## src/rtl/grid_update_sequencer_pkg.sv

```systemverilog
// rtl/grid_update_sequencer_pkg.sv - shared types and instruction layout for the grid update sequencer
//
// Purpose: operation and state enums, default coordinate width and the
// field positions inside a packed instruction word
// {last, valid, op[1:0], start_row, start_col, end_row, end_col}.
// Ports: none (package).
package grid_update_sequencer_pkg;

  localparam int POSITION_WIDTH = 12;

  // Command operations as seen on cmd_op.
  typedef enum logic [1:0] {
    OP_OFF    = 2'b00,
    OP_TOGGLE = 2'b01,
    OP_COUNT  = 2'b10,
    OP_ON     = 2'b11
  } op_e;

  typedef enum logic [1:0] {
    ST_IDLE  = 2'd0,
    ST_ISSUE = 2'd1,
    ST_SWEEP = 2'd2,
    ST_DONE  = 2'd3
  } seq_state_e;

  // Coordinate fields are counted from the LSB in units of the coordinate
  // width, so the layout scales with POSITION_WIDTH.
  localparam int FIELD_END_COL   = 0;
  localparam int FIELD_END_ROW   = 1;
  localparam int FIELD_START_COL = 2;
  localparam int FIELD_START_ROW = 3;
  localparam int FIELD_OP        = 4;

  // Flag bits are counted down from the MSB of the instruction word.
  localparam int LAST_FROM_TOP  = 1;
  localparam int VALID_FROM_TOP = 2;

endpackage

```

## src/rtl/grid_update_sequencer_range_normaliser.sv

```systemverilog
// rtl/grid_update_sequencer_range_normaliser.sv - orders a coordinate pair and clamps it to the grid
//
// Purpose: combinational min/max swap of two coordinates followed by a clamp
// of both ends to GRID_SIZE-1.
// Ports:
//   a, b   in  POSITION_WIDTH  raw coordinates in any order
//   lo, hi out POSITION_WIDTH  ordered, clamped range
module range_normaliser #(
  parameter int POSITION_WIDTH = 12,
  parameter int GRID_SIZE      = 1000
) (
  input  logic [POSITION_WIDTH-1:0] a,
  input  logic [POSITION_WIDTH-1:0] b,
  output logic [POSITION_WIDTH-1:0] lo,
  output logic [POSITION_WIDTH-1:0] hi
);

  localparam logic [POSITION_WIDTH-1:0] GRID_MAX = POSITION_WIDTH'(GRID_SIZE - 1);

  logic [POSITION_WIDTH-1:0] min_v;
  logic [POSITION_WIDTH-1:0] max_v;

  always_comb begin
    min_v = (a < b) ? a : b;
    max_v = (a < b) ? b : a;
    // Clamping is monotone, so clamping after ordering keeps lo <= hi.
    lo    = (min_v > GRID_MAX) ? GRID_MAX : min_v;
    hi    = (max_v > GRID_MAX) ? GRID_MAX : max_v;
  end

endmodule

```

## src/rtl/grid_update_sequencer.sv

```systemverilog
// rtl/grid_update_sequencer.sv - expands rectangle instructions into per-row light grid commands
//
// Purpose: accepts packed rectangle instructions, issues one command per row
// of the normalised rectangle, and on end of file performs a full-grid count
// sweep before parking in DONE until reset.
// Optional build macro: GRID_SEQUENCER_STATS_EN adds saturating statistics
// outputs instr_count and cmd_count.
// Ports:
//   clk, reset                 clock, synchronous active-high reset
//   instr_valid/ready/data     instruction input handshake
//   end_of_file                level-sampled end of instruction stream
//   cmd_valid/ready            command output handshake
//   cmd_op                     00 off, 01 toggle, 11 on, 10 count
//   cmd_row, cmd_col_lo/hi     row and inclusive column range of the command
//   busy                       high while issuing or sweeping
//   done                       high once the sweep has finished
//   instr_count, cmd_count     (stats build only) accepted instructions, command handshakes
module grid_update_sequencer
  import grid_update_sequencer_pkg::*;
#(
  parameter int INSTRUCTION_WIDTH = 52,
  parameter int POSITION_WIDTH    = grid_update_sequencer_pkg::POSITION_WIDTH,
  parameter int GRID_SIZE         = 1000
) (
  input  logic                         clk,
  input  logic                         reset,
  input  logic                         instr_valid,
  output logic                         instr_ready,
  input  logic [INSTRUCTION_WIDTH-1:0] instr_data,
  input  logic                         end_of_file,
  output logic                         cmd_valid,
  input  logic                         cmd_ready,
  output logic [1:0]                   cmd_op,
  output logic [POSITION_WIDTH-1:0]    cmd_row,
  output logic [POSITION_WIDTH-1:0]    cmd_col_lo,
  output logic [POSITION_WIDTH-1:0]    cmd_col_hi,
  output logic                         busy,
  output logic                         done
`ifdef GRID_SEQUENCER_STATS_EN
  ,
  output logic [15:0]                  instr_count,
  output logic [23:0]                  cmd_count
`endif
);

  localparam int VALID_BIT = INSTRUCTION_WIDTH - VALID_FROM_TOP;
  localparam int LAST_BIT  = INSTRUCTION_WIDTH - LAST_FROM_TOP;
  localparam logic [POSITION_WIDTH-1:0] GRID_MAX = POSITION_WIDTH'(GRID_SIZE - 1);

  // Raw instruction fields.
  logic [POSITION_WIDTH-1:0] start_row;
  logic [POSITION_WIDTH-1:0] start_col;
  logic [POSITION_WIDTH-1:0] end_row;
  logic [POSITION_WIDTH-1:0] end_col;
  logic [1:0]                instr_op;
  logic                      instr_is_valid;
  logic                      instr_is_last;

  assign start_row      = instr_data[FIELD_START_ROW*POSITION_WIDTH +: POSITION_WIDTH];
  assign start_col      = instr_data[FIELD_START_COL*POSITION_WIDTH +: POSITION_WIDTH];
  assign end_row        = instr_data[FIELD_END_ROW*POSITION_WIDTH +: POSITION_WIDTH];
  assign end_col        = instr_data[FIELD_END_COL*POSITION_WIDTH +: POSITION_WIDTH];
  assign instr_op       = instr_data[FIELD_OP*POSITION_WIDTH +: 2];
  assign instr_is_valid = instr_data[VALID_BIT];
  assign instr_is_last  = instr_data[LAST_BIT];

  // Normalised ranges of the instruction currently on the input bus.
  logic [POSITION_WIDTH-1:0] row_lo_n;
  logic [POSITION_WIDTH-1:0] row_hi_n;
  logic [POSITION_WIDTH-1:0] col_lo_n;
  logic [POSITION_WIDTH-1:0] col_hi_n;

  range_normaliser #(
    .POSITION_WIDTH(POSITION_WIDTH),
    .GRID_SIZE     (GRID_SIZE)
  ) u_row_norm (
    .a (start_row),
    .b (end_row),
    .lo(row_lo_n),
    .hi(row_hi_n)
  );

  range_normaliser #(
    .POSITION_WIDTH(POSITION_WIDTH),
    .GRID_SIZE     (GRID_SIZE)
  ) u_col_norm (
    .a (start_col),
    .b (end_col),
    .lo(col_lo_n),
    .hi(col_hi_n)
  );

  // Sequencer state and datapath registers.
  seq_state_e                state;
  seq_state_e                state_next;
  logic [POSITION_WIDTH-1:0] row_q;
  logic [POSITION_WIDTH-1:0] row_hi_q;
  logic [POSITION_WIDTH-1:0] col_lo_q;
  logic [POSITION_WIDTH-1:0] col_hi_q;
  op_e                       op_q;
  logic                      last_q;
  logic                      eof_pending_q;

  logic                      last_row;
  logic                      advance;
  logic                      load_instr;
  logic                      start_sweep;

  // Both ISSUE and SWEEP finish on the handshake of row_hi_q; SWEEP loads
  // row_hi_q with GRID_SIZE-1 so one equality compare serves both.
  assign last_row    = (row_q == row_hi_q);
  assign advance     = cmd_valid & cmd_ready;
  assign load_instr  = (state == ST_IDLE) & instr_valid & instr_is_valid;
  assign start_sweep = (state_next == ST_SWEEP) & (state != ST_SWEEP);

  always_ff @(posedge clk) begin
    if (reset) begin
      state <= ST_IDLE;
    end else begin
      state <= state_next;
    end
  end

  always_comb begin
    state_next  = state;
    instr_ready = 1'b0;
    cmd_valid   = 1'b0;
    busy        = 1'b0;
    done        = 1'b0;
    case (state)
      ST_IDLE: begin
        instr_ready = 1'b1;
        // An instruction always wins over a simultaneous EOF; the EOF is
        // latched and honoured once the instruction has been issued.
        if (instr_valid) begin
          if (instr_is_valid) begin
            state_next = ST_ISSUE;
          end
        end else if (end_of_file || eof_pending_q) begin
          state_next = ST_SWEEP;
        end
      end
      ST_ISSUE: begin
        busy      = 1'b1;
        cmd_valid = 1'b1;
        if (cmd_ready && last_row) begin
          if (eof_pending_q || end_of_file || last_q) begin
            state_next = ST_SWEEP;
          end else begin
            state_next = ST_IDLE;
          end
        end
      end
      ST_SWEEP: begin
        busy      = 1'b1;
        cmd_valid = 1'b1;
        if (cmd_ready && last_row) begin
          state_next = ST_DONE;
        end
      end
      ST_DONE: begin
        done = 1'b1;
      end
      default: begin
        state_next = ST_IDLE;
      end
    endcase
  end

  always_ff @(posedge clk) begin
    if (reset) begin
      row_q    <= '0;
      row_hi_q <= '0;
      col_lo_q <= '0;
      col_hi_q <= '0;
      op_q     <= OP_OFF;
      last_q   <= 1'b0;
    end else if (load_instr) begin
      row_q    <= row_lo_n;
      row_hi_q <= row_hi_n;
      col_lo_q <= col_lo_n;
      col_hi_q <= col_hi_n;
      op_q     <= op_e'(instr_op);
      last_q   <= instr_is_last;
    end else if (start_sweep) begin
      row_q    <= '0;
      row_hi_q <= GRID_MAX;
      col_lo_q <= '0;
      col_hi_q <= GRID_MAX;
      op_q     <= OP_COUNT;
      last_q   <= 1'b0;
    end else if (advance && !last_row) begin
      // Row only moves on a handshake and stops at row_hi_q, so it never wraps.
      row_q <= row_q + POSITION_WIDTH'(1);
    end
  end

  // EOF seen while an instruction is being accepted or issued is remembered
  // until the sweep actually starts. A dropped instruction with EOF also
  // leaves the flag set, so IDLE enters SWEEP on the following cycle.
  always_ff @(posedge clk) begin
    if (reset) begin
      eof_pending_q <= 1'b0;
    end else if (start_sweep) begin
      eof_pending_q <= 1'b0;
    end else if (end_of_file && (state == ST_IDLE || state == ST_ISSUE)) begin
      eof_pending_q <= 1'b1;
    end
  end

  assign cmd_op     = op_q;
  assign cmd_row    = row_q;
  assign cmd_col_lo = col_lo_q;
  assign cmd_col_hi = col_hi_q;

`ifdef GRID_SEQUENCER_STATS_EN
  always_ff @(posedge clk) begin
    if (reset) begin
      instr_count <= '0;
      cmd_count   <= '0;
    end else begin
      if (load_instr && (instr_count != 16'hFFFF)) begin
        instr_count <= instr_count + 16'd1;
      end
      if (advance && (cmd_count != 24'hFFFFFF)) begin
        cmd_count <= cmd_count + 24'd1;
      end
    end
  end
`endif

endmodule

```

## config.mk

```make
export PLATFORM = sky130hd
export DESIGN_NAME = grid_update_sequencer
export DESIGN_NICKNAME = d
export VERILOG_FILES = /design/src/rtl/grid_update_sequencer_pkg.sv /design/src/rtl/grid_update_sequencer_range_normaliser.sv /design/src/rtl/grid_update_sequencer.sv
export SDC_FILE = /design/constraint.sdc
export NUM_CORES = 1
export LEC_CHECK = 0
export ABC_AREA = 1
export CAP_MARGIN = 20
export CORE_MARGIN = 5
export CORE_UTILIZATION = 40
export CTS_CLUSTER_DIAMETER = 150
export DETAILED_ROUTE_END_ITERATION = 10
export DONT_BUFFER_PORTS = 1
export PLACE_DENSITY_LB_ADDON = 0.1
export SLEW_MARGIN = 20
export SYNTH_ARGS = -nofsm -noshare
export SYNTH_HDL_FRONTEND = slang
export SYNTH_SLANG_ARGS = --single-unit
```

## constraint.sdc

```tcl
create_clock -name clk -period 6.35 [get_ports clk]
set_input_delay 0.9525 -clock clk [delete_from_list [all_inputs] [get_ports clk]]
set_output_delay 0.9525 -clock clk [all_outputs]
set_load 0.02 [all_outputs]
```

# Yosys cells after proc, flatten, opt, wreduce, memory -nomap -nowiden
# Cells that the tools add are included.
[op_classes]
div = 0
magnitude_cmp = 6
reduce_logical = 12
add_sub_neg = 1
bitwise_logic = 4
eq_ne = 6
shift = 0
n_mux = 30
multipliers = 0
[ops]
columns = ["cell", "n"]
rows = [
  ["$mux 12", 16],
  ["$gt 12x10->1 const B", 4],
  ["$lt 12x12->1", 2],
  ["$mux 2", 8],
  ["$add 12x1->12 const B", 1],
  ["$eq 12x12->1", 1],
  ["$eq 2x2->1 const B", 3],
  ["$pmux 2 s3", 1],
  ["$mux 1", 5],
  ["$and 1x1->1", 4],
  ["$reduce_or 2->1", 2],
  ["$logic_and 1x1->1", 3],
  ["$logic_or 1x1->1", 3],
  ["$reduce_bool 3->1", 1],
  ["$eq 2x1->1 const B", 1],
  ["$logic_not 2->1", 1],
  ["$ne 2x2->1 const B", 1],
  ["$reduce_bool 2->1", 1],
  ["$logic_not 1->1", 1],
]
[totals]
n_memories = 0
romBits = 0
input_bits = 57
output_inout_bits = 42
ramBits = 0
ff_bits = 54
latchBits = 0

# Longest topological paths before layout
# Gate-level depths: netlist (run 1).
[depth]
depth_word = 9
mapped_depth = 18
mapped_depth_nobuf = 18

# By module
# Synthesis (run 1) repeated with hierarchy kept, for this count alone.
[hier_totals]
hier_cells = 748
hier_area_um2 = 4613.2
[modules_own_cells]
columns = ["mod", "seq_area_each_um2", "area_per_inst_um2", "instances", "cells_per_inst"]
rows = [
  ["grid_update_sequencer", 1081.0, 2831.5, 1, 438],
  ["range_normaliser", 0.0, 890.9, 2, 155],
]

# Worst setup path before layout (run 1)
# No wires, ideal clock.
[synth_path]
path_type = "in2reg"
start = "input port instr_data[11]"
end = "register col_hi_q[0], in the netlist cmd_col_hi[0]"
cell_stages = 13
t_required_ps = 6234
setup_time_ps = 116
setup_slack_ps = 3547
arrival_time_ps = 2687
path_cell_list = "inv_1 ha_1 a21oi_1 o21ai_0 nor2_2 nand2_2 buf_2 nand2_1 o21ai_0 a211oi_2 nand3_2 nor2_1 nor2_1"
[synth_via]
elab_chain_len = 5
[synth_lines]
columns = ["element", "line_no", "rtl"]
rows = [
  ["from (decl)", "grid_update_sequencer.sv:29", "input logic [INSTRUCTION_WIDTH-1:0] instr_data,"],
  ["$lt 12x12->1", "grid_update_sequencer_range_normaliser.sv:25", "max_v = (a < b) ? b : a;"],
  ["$mux 12 *", "grid_update_sequencer_range_normaliser.sv:25", ""],
  ["$gt 12x10->1", "grid_update_sequencer_range_normaliser.sv:28", "hi = (max_v > GRID_MAX) ? GRID_MAX : max_v;"],
  ["$mux 12 *", "grid_update_sequencer_range_normaliser.sv:28", ""],
  ["$mux 12 *", "grid_update_sequencer.sv:178", "end else if (load_instr) begin"],
  ["to (signal assigned)", "grid_update_sequencer.sv:182", "col_hi_q <= col_hi_n;"],
  ["to (decl)", "grid_update_sequencer.sv:99", "logic [POSITION_WIDTH-1:0] col_hi_q;"],
]
# Mark *: on every way between the ends. The rest lies on a longest branch, timed or not.
# A chain may end at the register's enable or synchronous reset.

# Worst setup path in the final report (run 1)
[layout_path]
start = "input port instr_data[11]"
end = "register col_hi_q[7], in the netlist cmd_col_hi[7]"
# Same word-level chain as after synthesis.

==> impl_metrics.env, run 1 <==
export IMPL_run_status="finished, final reports clean"
export IMPL_worstRegToRegCells=13
export IMPL_grt_first_pass_wirelength_mm=18.7
export IMPL_first_iter_violations=215
export IMPL_min_path_type="reg2reg"
export IMPL_ys_seq_area_share_pct=26.0
export IMPL_grt_pass1_vias=3945
export IMPL_hold_viol=0
export IMPL_regToRegStartpoint="cmd_row[7]$_SDFFE_PP0P_"
export IMPL_end_kind="flip-flop"
export IMPL_dp_cells=781
export IMPL_area_growth_syn_to_layout_pct=3.28
export IMPL_post_route_cell_area_um2=4290
export IMPL_fp_dieH_um=112
export IMPL_start_kind="input port"
export IMPL_vias=4049
export IMPL_yosys_warnings=0
export IMPL_top_usage_layer="met2"
export IMPL_synth_nets=754
export IMPL_drv_cap=0
export IMPL_final_nets=736
export IMPL_setup_violations=0
export IMPL_die_w_um=112
export IMPL_critPathKind="in2reg"
export IMPL_drive_gt1_share_pct=5.67
export IMPL_min_period_over_period_pct=49.7
export IMPL_vias_per_cell=5.13
export IMPL_grt_util_met2_pct=31.5
export IMPL_avgSynthCellArea_um2=6.20
export IMPL_dp_hpwl_mm=8.70
export IMPL_placed_area_um2=4180
export IMPL_finalSetupTns_ns=0
export IMPL_start_util_pct=40.6
export IMPL_grtUsageMet3_pct=6.41
export IMPL_yosysUniqueCellTypes=41
export IMPL_min_to="row_hi_q[10]$_SDFFE_PP0P_"
export IMPL_ys_ff_latch=54
export IMPL_die_area_um2=12500
export IMPL_final_antenna_net_count=0
export IMPL_grt_ovfl_total=0
export IMPL_ioPinCount=99
export IMPL_fin_crit_ns=3.16
export IMPL_ctsHoldBuffers=0
export IMPL_syn_area_um2=4160
export IMPL_antenna_found_initial=0
export IMPL_cts_root_buffer="clkbuf_8"
export IMPL_finalNonFillerCells=789
export IMPL_path_max_fanout=39
export IMPL_reg2reg_slack_ns=3.44
export IMPL_drt_wirelength_per_cell_um=14.4
export IMPL_max_slew_margin_pct=29.5
export IMPL_cts_setup_buffers=0
export IMPL_fin_worst_skew_ns=0.0118
export IMPL_drt_first_pass_iters=4
export IMPL_track_usage_pct=17.8
export IMPL_clkTransAtPathRegs_ns=0.10
export IMPL_cts_sinks=54
export IMPL_globalplace_congestion=0.841
export IMPL_clock_fmax_ghz=0.317
export IMPL_r2r_end="cmd_col_hi[7]$_SDFFE_PP0P_"
export IMPL_clk_path_buf_depth=2
export IMPL_syn_inst=670
export IMPL_antennaDiodeCount=0
export IMPL_cts_resized_gates=0
export IMPL_finalPower_mw=1.57
export IMPL_tritoncts="built"
export IMPL_numCtsBuffers=5
export IMPL_worst_ep_required_time_ns=6.60
export IMPL_min_path_cells=2
export IMPL_worstPathArrival_ns=3.40
export IMPL_clk_latency_ns=0.31
export IMPL_rows=37
export IMPL_globalRouteMet1Util_pct=19.5
export IMPL_leakagePower_nw=2.06
export IMPL_worst_pin_slew_ns=1.06
export IMPL_portBuffers=0
export IMPL_ir_worst_vdd_uv=268
export IMPL_maxSlewViolCount=0
export IMPL_min_from="row_hi_q[10]$_SDFFE_PP0P_"
export IMPL_rsz0062_at_grt="false"
export IMPL_drc=0
export IMPL_grt_max_degree=52
export IMPL_powerDensity_nw_per_um2=366
export IMPL_htree_levels=2
export IMPL_drt_total_wl_mm=11.4
export IMPL_coreArea_um2=10200
==> placed cells by master (no fill, tap or decap), drive strengths merged <==
master	n
mux2i	1
o21a	1
dfxtp	54
a211oi	4
nand3b	3
nand4	14
nand3	88
buf	2
or2	2
nor3	8
a21oi	38
o311a	1
o21ai	50
clkinv	1
nor4	1
and2	1
bufinv	1
xnor2	1
a31oi	1
inv	97
ha	27
clkbuf	5
nand2	177
o21bai	1
nor2	70
xor2	4
==> flip-flops by register name (all words and copies together), names as in the netlist <==
register	flops
cmd_col_hi	12
cmd_col_lo	12
cmd_op	2
cmd_row	12
eof_pending_q	1
last_q	1
row_hi_q	12
state	2
==> worst max-delay path: stages <==
cell and delay, ns:
inv_1 0.04, ha_1 0.33, a21oi_1 0.17, o21ai_0 0.13, nor2_2 0.26, nand2_2 0.40, o21ai_0 0.48, nand2_1 0.09
nor2_1 0.11, nand2_1 0.11, nand3_2 0.16, nor2_1 0.06, nor2_1 0.11
==> layer usage <==
| layer | vias to the layer above | wire [µm] | part of all wire (%) |
|---|---|---|---|
| met2 | 84 | 5540 | 49 |
| met5 | - | 0 | 0 |
| li1 | 2126 | - | - |
| met3 | 20 | 868 | 7.6 |
| met4 | 0 | 263 | 2.3 |
| met1 | 1819 | 4690 | 41 |
==> kinds of logic after synthesis <==
family	Yosys count	synth area share, %
simple gates	364	38.9
buf+inv	123	12.6
compound gates	96	13.0
flops	54	26.0
fa+ha+maj	27	8.13
xor+xnor	5	1.05
mux	1	0.241
==> worst max-delay path by stage <==
stage / startpoint / to / slack [ns] / depth (start not counted)
6_report: instr_data[11] / cmd_col_hi[7]$_SDFFE_PP0P_ / 3.19 / 13
3_3_place_gp: instr_data[11] / cmd_col_hi[5]$_SDFFE_PP0P_ / 2.95 / 13
4_1_cts: instr_data[11] / cmd_col_hi[7]$_SDFFE_PP0P_ / 3.19 / 13
3_5_place_dp: instr_data[11] / cmd_col_hi[6]$_SDFFE_PP0P_ / 2.86 / 13
5_1_grt: instr_data[11] / cmd_col_hi[6]$_SDFFE_PP0P_ / 2.86 / 13
2_1_floorplan: instr_data[11] / cmd_col_hi[0]$_SDFFE_PP0P_ / 3.55 / 13
==> cells in the mapped netlist, drive strengths merged <==
| library cell | number | area (µm²) |
|---|---|---|
| a211oi | 4 | 45.1 |
| a21oi | 38 | 201 |
| a31oi | 1 | 6.26 |
| and2 | 1 | 6.26 |
| buf | 13 | 113 |
| clkbuf | 14 | 52.6 |
| clkinv | 1 | 3.75 |
| dfxtp | 54 | 1080 |
| ha | 27 | 338 |
| inv | 95 | 357 |
| mux2i | 1 | 10.0 |
| nand2 | 177 | 687 |
| nand3 | 88 | 468 |
| nand3b | 3 | 22.5 |
| nand4 | 14 | 87.6 |
| nor2 | 70 | 283 |
| nor3 | 8 | 45.0 |
| nor4 | 1 | 6.26 |
| o21a | 1 | 7.51 |
| o21ai | 50 | 262 |
| o21bai | 1 | 7.51 |
| o311a | 1 | 10.0 |
| or2 | 2 | 12.5 |
| xnor2 | 1 | 8.76 |
| xor2 | 4 | 35.0 |
==> stage by stage <==
stage	hold slack (ns)	setup slack (ns)	util (%)
floorplan	0.437	3.55	-
global placement	0.444	2.95	40.8
detailed placement	0.451	2.86	40.8
CTS	0.467	3.19	41.9
global route	0.494	2.86	41.9
finish	0.462	3.19	41.9
==> report_power, final <==
part	switching (mW)	internal (mW)
registers	0.157	0.431
clock network	0.124	0.121
logic	0.496	0.241
==> final cells by class <==
cell class	instances	area (µm²)
Clock inverter	3	47.5
Tap cell	136	170
Timing Repair Buffer	2	15.0
Multi-Input combinational cell	493	2550
Inverter	96	360
Sequential cell	54	1080
Clock buffer	5	68.8
Fill cell	1149	5940
Note: power is estimated with default switching activity, not from simulation.
==> run 2: changes to the inputs <==
==> constraint.sdc (replaced) <==
create_clock -name clk -period 3.1 [get_ports clk]
set_input_delay 0.465 -clock clk [delete_from_list [all_inputs] [get_ports clk]]
set_output_delay 0.465 -clock clk [all_outputs]
set_load 0.02 [all_outputs]
==> impl_metrics.env, run 2 (same netlist as run 1, synthesis figures left out) <==
export IMPL_setup_violations=0
export IMPL_dp_hpwl_mm=8.90
export IMPL_tritoncts="built"
export IMPL_max_slew_margin_pct=69.5
export IMPL_numCtsBuffers=5
export IMPL_max_stage_delay_ns=0.32
export IMPL_final_antenna_net_count=0
export IMPL_track_usage_pct=17.8
export IMPL_net_switching_power_mw=1.60
export IMPL_p_int_mw=1.60
export IMPL_cts_sinks=54
export IMPL_critPathKind="in2reg"
export IMPL_combPwrFrac_pct=49.1
export IMPL_grt_pass1_vias=3879
export IMPL_leakagePower_nw=2.09
export IMPL_min_path_type="in2reg"
export IMPL_cts_root_buffer="clkbuf_8"
export IMPL_antenna_found_initial=0
export IMPL_portBuffers=0
export IMPL_start_util_pct=40.6
export IMPL_clockPowerShare_pct=13.3
export IMPL_crit_path_top_delay_cell="ha_1"
export IMPL_min_period_over_period_pct=82.9
export IMPL_hold_viol=0
export IMPL_top_usage_layer="met2"
export IMPL_cts_setup_buffers=0
export IMPL_p_seq_share_pct=37.6
export IMPL_path_delay_family="simple AND/OR/NAND/NOR gates"
export IMPL_drv_cap=0
export IMPL_first_iter_violations=217
export IMPL_worst_ep_required_time_ns=3.32
export IMPL_fp_dieH_um=112
export IMPL_run_status="finished, final reports clean"
export IMPL_worstPathArrival_ns=2.79
export IMPL_globalplace_congestion=0.842
export IMPL_die_area_um2=12500
export IMPL_ctsHoldBuffers=0
export IMPL_area_growth_syn_to_layout_pct=4.22
export IMPL_vias=4019
export IMPL_final_nets=742
export IMPL_drive_gt1_share_pct=6.53
export IMPL_layout_commonest_cell="nand2_1"
export IMPL_finalSetupTns_ns=0
export IMPL_post_place_ws_ns=0.179
export IMPL_fillCellCount=1138
export IMPL_fin_crit_ns=2.57
export IMPL_ioPinCount=99
export IMPL_rows=37
export IMPL_rsz0062_at_grt="false"
export IMPL_switching_share_pct=50.0
export IMPL_finalPower_mw=3.20
export IMPL_grt_first_pass_wirelength_mm=18.6
export IMPL_antennaDiodeCount=0
export IMPL_drc=0
export IMPL_cts_resized_gates=0
export IMPL_grt_max_degree=38
export IMPL_globalRouteMet1Util_pct=20.5
export IMPL_critPathBufInv=2
export IMPL_clock_fmax_ghz=0.389
export IMPL_setup_ws_ns=0.530
export IMPL_grtUsageMet3_pct=5.71
export IMPL_post_route_cell_area_um2=4330
export IMPL_worst_pin_slew_ns=0.454
export IMPL_crit_path_cell_trace="inv_1 -> ha_1 -> a21oi_1 -> o21ai_0 -> nor2_2 -> nand2_2 -> buf_4 -> o21ai_0 -> a21oi_1 -> nand2_1 -> nand3_2 -> nor2_1 -> nor2_1"
export IMPL_powerDensity_nw_per_um2=738
export IMPL_start_kind="input port"
export IMPL_fin_worst_skew_ns=0.0117
export IMPL_clkTransAtPathRegs_ns=0.11
export IMPL_drt_wirelength_per_cell_um=14.1
export IMPL_grt_util_met2_pct=32.1
export IMPL_maxSlewViolCount=0
export IMPL_vias_per_cell=5.06
export IMPL_die_w_um=112
export IMPL_drt_total_wl_mm=11.2
export IMPL_most_common_layout_cells="nand2_1 (172), inv_1 (91), nand3_1 (84)"
export IMPL_clk_latency_ns=0.31
export IMPL_htree_levels=2
export IMPL_path_max_fanout=25
export IMPL_coreArea_um2=10200
export IMPL_clk_path_buf_depth=2
export IMPL_grt_ovfl_total=0
export IMPL_placed_area_um2=4230
export IMPL_end_kind="flip-flop"
export IMPL_ir_worst_vdd_uv=421
export IMPL_drt_first_pass_iters=4
[run 2: cell count changes in the layout (fill, tap and decap cells not counted), sizes merged]
cell / previous run / this run
bufinv: 1 / 0
clkinv: 1 / 3
buf: 2 / 8
inv: 97 / 96
[run 2: routing by layer]
metal  routed length [µm]  up-vias
met3                  883       10
met2                 5470       98
li1                     -     2140
met1                 4690     1771
met5                    0        -
met4                  151        0
[run 2: path summary, 6_finish.rpt]
check | endpoint | depth (start not counted) | startpoint | slack (ns)
setup / recovery | cmd_col_hi[0]$_SDFFE_PP0P_ | 13 | instr_data[11] | 0.53
hold / removal | row_hi_q[4]$_SDFFE_PP0P_ | 1 | reset | 0.21
setup reg to reg | cmd_col_hi[8]$_SDFFE_PP0P_ | 13 | cmd_row[7]$_SDFFE_PP0P_ | 0.56
hold reg to reg | row_hi_q[11]$_SDFFE_PP0P_ | 2 | row_hi_q[11]$_SDFFE_PP0P_ | 0.46
[run 2: through the flow]
stage	hold WS, ns	cells	utilization, %
finish	0.206	795	42.3
global route	0.177	795	42.3
CTS	0.187	795	42.3
detailed placement	0.451	787	41.4
global placement	0.446	787	41.4
floorplan	0.437	670	-
[run 2: layout make-up]
| cell class | instances | area [µm²] | share of cell area [%] |
|---|---|---|---|
| Inverter | 96 | 360 | 8.32 |
| Clock inverter | 3 | 28.8 | 0.665 |
| Timing Repair Buffer | 8 | 72.6 | 1.68 |
| Multi-Input combinational cell | 493 | 2550 | 58.9 |
| Sequential cell | 54 | 1080 | 25.0 |
| Tap cell | 136 | 170 | 3.93 |
| Clock buffer | 5 | 68.8 | 1.59 |
[run 2: worst register-to-register path, delay by kind of cell, from the launching register on]
kind	cells	cell delay, ns
AO/OA/AOI/OAI	2	0.31
buffers and inverters	1	0.15
flip-flops	1	0.60
AND/OR/NAND/NOR	10	1.44
[run 2: power by group through the flow]
stage          combinational, mW  clock [mW]  sequential, mW
2_1_floorplan               1.36           0            1.16
3_3_place_gp                1.57           0            1.22
3_5_place_dp                1.58           0            1.22
4_1_cts                     1.59       0.450            1.21
5_1_grt                     1.83       0.473            1.23
6_report                    1.57       0.424            1.20
==> run 3: changes to the inputs <==
==> constraint.sdc (replaced) <==
create_clock -name clk -period 2.4 [get_ports clk]
set_input_delay 0.36 -clock clk [delete_from_list [all_inputs] [get_ports clk]]
set_output_delay 0.36 -clock clk [all_outputs]
set_load 0.02 [all_outputs]
==> impl_metrics.env, run 3 (same netlist as run 1, synthesis figures left out) <==
export IMPL_run_status="finished, final reports clean"
export IMPL_placed_area_um2=4490
export IMPL_post_place_ws_ns=-0.0612
export IMPL_end_kind="flip-flop"
export IMPL_drive_gt1_share_pct=11.7
export IMPL_fp_dieH_um=112
export IMPL_hold_viol=0
export IMPL_critPathKind="reg2reg"
export IMPL_clkTransAtPathRegs_ns=0.11
export IMPL_rsz0062_at_grt="false"
export IMPL_drt_total_wl_mm=11.8
export IMPL_worst_ep_required_time_ns=2.63
export IMPL_max_slew_margin_pct=70.2
export IMPL_grt_first_pass_wirelength_mm=19.1
export IMPL_rows=37
export IMPL_globalplace_congestion=0.849
export IMPL_ir_worst_vdd_uv=453
export IMPL_setup_violations=0
export IMPL_fin_worst_skew_ns=0.00997
export IMPL_clock_fmax_ghz=0.465
export IMPL_final_nets=776
export IMPL_layout_commonest_cell="nand2_1"
export IMPL_setup_ws_ns=0.252
export IMPL_cts_root_buffer="clkbuf_8"
export IMPL_first_iter_violations=196
export IMPL_grt_ovfl_total=0
export IMPL_start_kind="flip-flop"
export IMPL_path_max_fanout=18
export IMPL_fin_util_pct=45.3
export IMPL_worstPathArrival_ns=2.37
export IMPL_maxSlewViolCount=0
export IMPL_clk_latency_ns=0.32
export IMPL_antenna_found_initial=0
export IMPL_die_area_um2=12500
export IMPL_drv_cap=0
export IMPL_final_antenna_net_count=0
export IMPL_drc=0
export IMPL_clk_path_buf_depth=2
export IMPL_tritoncts="built"
export IMPL_grt_pass1_vias=4119
export IMPL_powerDensity_nw_per_um2=964
export IMPL_drt_wirelength_per_cell_um=14.3
export IMPL_worst_pin_slew_ns=0.448
export IMPL_post_route_cell_area_um2=4640
export IMPL_most_common_layout_cells="nand2_1 (172), inv_1 (91), nand3_1 (84)"
export IMPL_grt_max_degree=52
export IMPL_coreArea_um2=10200
export IMPL_area_growth_syn_to_layout_pct=11.6
export IMPL_min_period_over_period_pct=89.5
export IMPL_vias_per_cell=5.09
export IMPL_finalSetupTns_ns=0
export IMPL_ioPinCount=99
export IMPL_leakagePower_nw=2.27
export IMPL_htree_levels=2
export IMPL_die_w_um=112
export IMPL_track_usage_pct=18.4
export IMPL_dp_hpwl_mm=9.23
export IMPL_antennaDiodeCount=0
export IMPL_fin_crit_ns=2.15
export IMPL_start_util_pct=40.6
export IMPL_min_path_type="in2reg"
export IMPL_portBuffers=0
export IMPL_numCtsBuffers=5
export IMPL_vias=4218
export IMPL_drt_first_pass_iters=6
export IMPL_cts_sinks=54
[run 3: layout make-up]
type | count | area (µm²)
fill | 1110 | 5590
inverter | 96 | 360
clock inverter | 3 | 28.8
clock buffer | 5 | 68.8
sequential | 54 | 1080
multi-input combinational | 494 | 2580
tap | 136 | 170
timing repair buffer | 41 | 345
[run 3: report_power, final]
group          internal, mW  switching [mW]  total (mW)
Sequential             1.15           0.306        1.45
Clock                 0.217           0.343       0.560
Combinational         0.916            1.54        2.46
Total                  2.28            2.19        4.47
[run 3: layer usage]
layer / global-route usage, % / vias up / part of all wire [%]
met1: 19.6 / 1886 / 40
met2: 34.3 / 118 / 50
met5: 0 / - / 0
li1: - / 2198 / -
met4: 4.22 / 0 / 1.6
met3: 6.90 / 16 / 8.4
[run 3: stage by stage]
step | hold WS [ns] | instances | power [mW]
4_1_cts | 0.0808 | 826 | 4.38
5_1_grt | 0.0643 | 829 | 4.91
2_1_floorplan | 0.437 | 670 | 3.26
3_5_place_dp | 0.435 | 818 | 3.81
3_3_place_gp | 0.433 | 818 | 3.78
6_report | 0.0895 | 829 | 4.47
[run 3: final timing paths]
path | startpoint | end | slack (ns) | depth (start not counted)
worst max register to register | cmd_row[7]$_SDFFE_PP0P_ | cmd_row[6]$_SDFFE_PP0P_ | 0.25 | 15
worst min-delay path | reset | state[0]$_SDFF_PP0_ | 0.09 | 1
worst max-delay path | cmd_row[7]$_SDFFE_PP0P_ | cmd_row[6]$_SDFFE_PP0P_ | 0.25 | 15
worst min register to register | row_hi_q[11]$_SDFFE_PP0P_ | row_hi_q[11]$_SDFFE_PP0P_ | 0.47 | 2
[run 3: critical path, cell delays in order (launching register included)]
cell     delay, ns
dfxtp_1       0.37
inv_1         0.08
nand2_1       0.06
nand2_1       0.05
nor2_1        0.15
and2_1        0.24
nand3_2       0.12
nand2_1       0.08
nand3_2       0.08
a21oi_4       0.20
nand3_4       0.20
buf_12        0.21
nand3_1       0.07
nand2_1       0.05
inv_1         0.06
nor2_1        0.04
[run 3: timing repair]
action,CTS,global route
hold buffers,0,0
endpoints found under the setup margin,0,44
buffers inserted,0,2
gates resized for setup,0,6
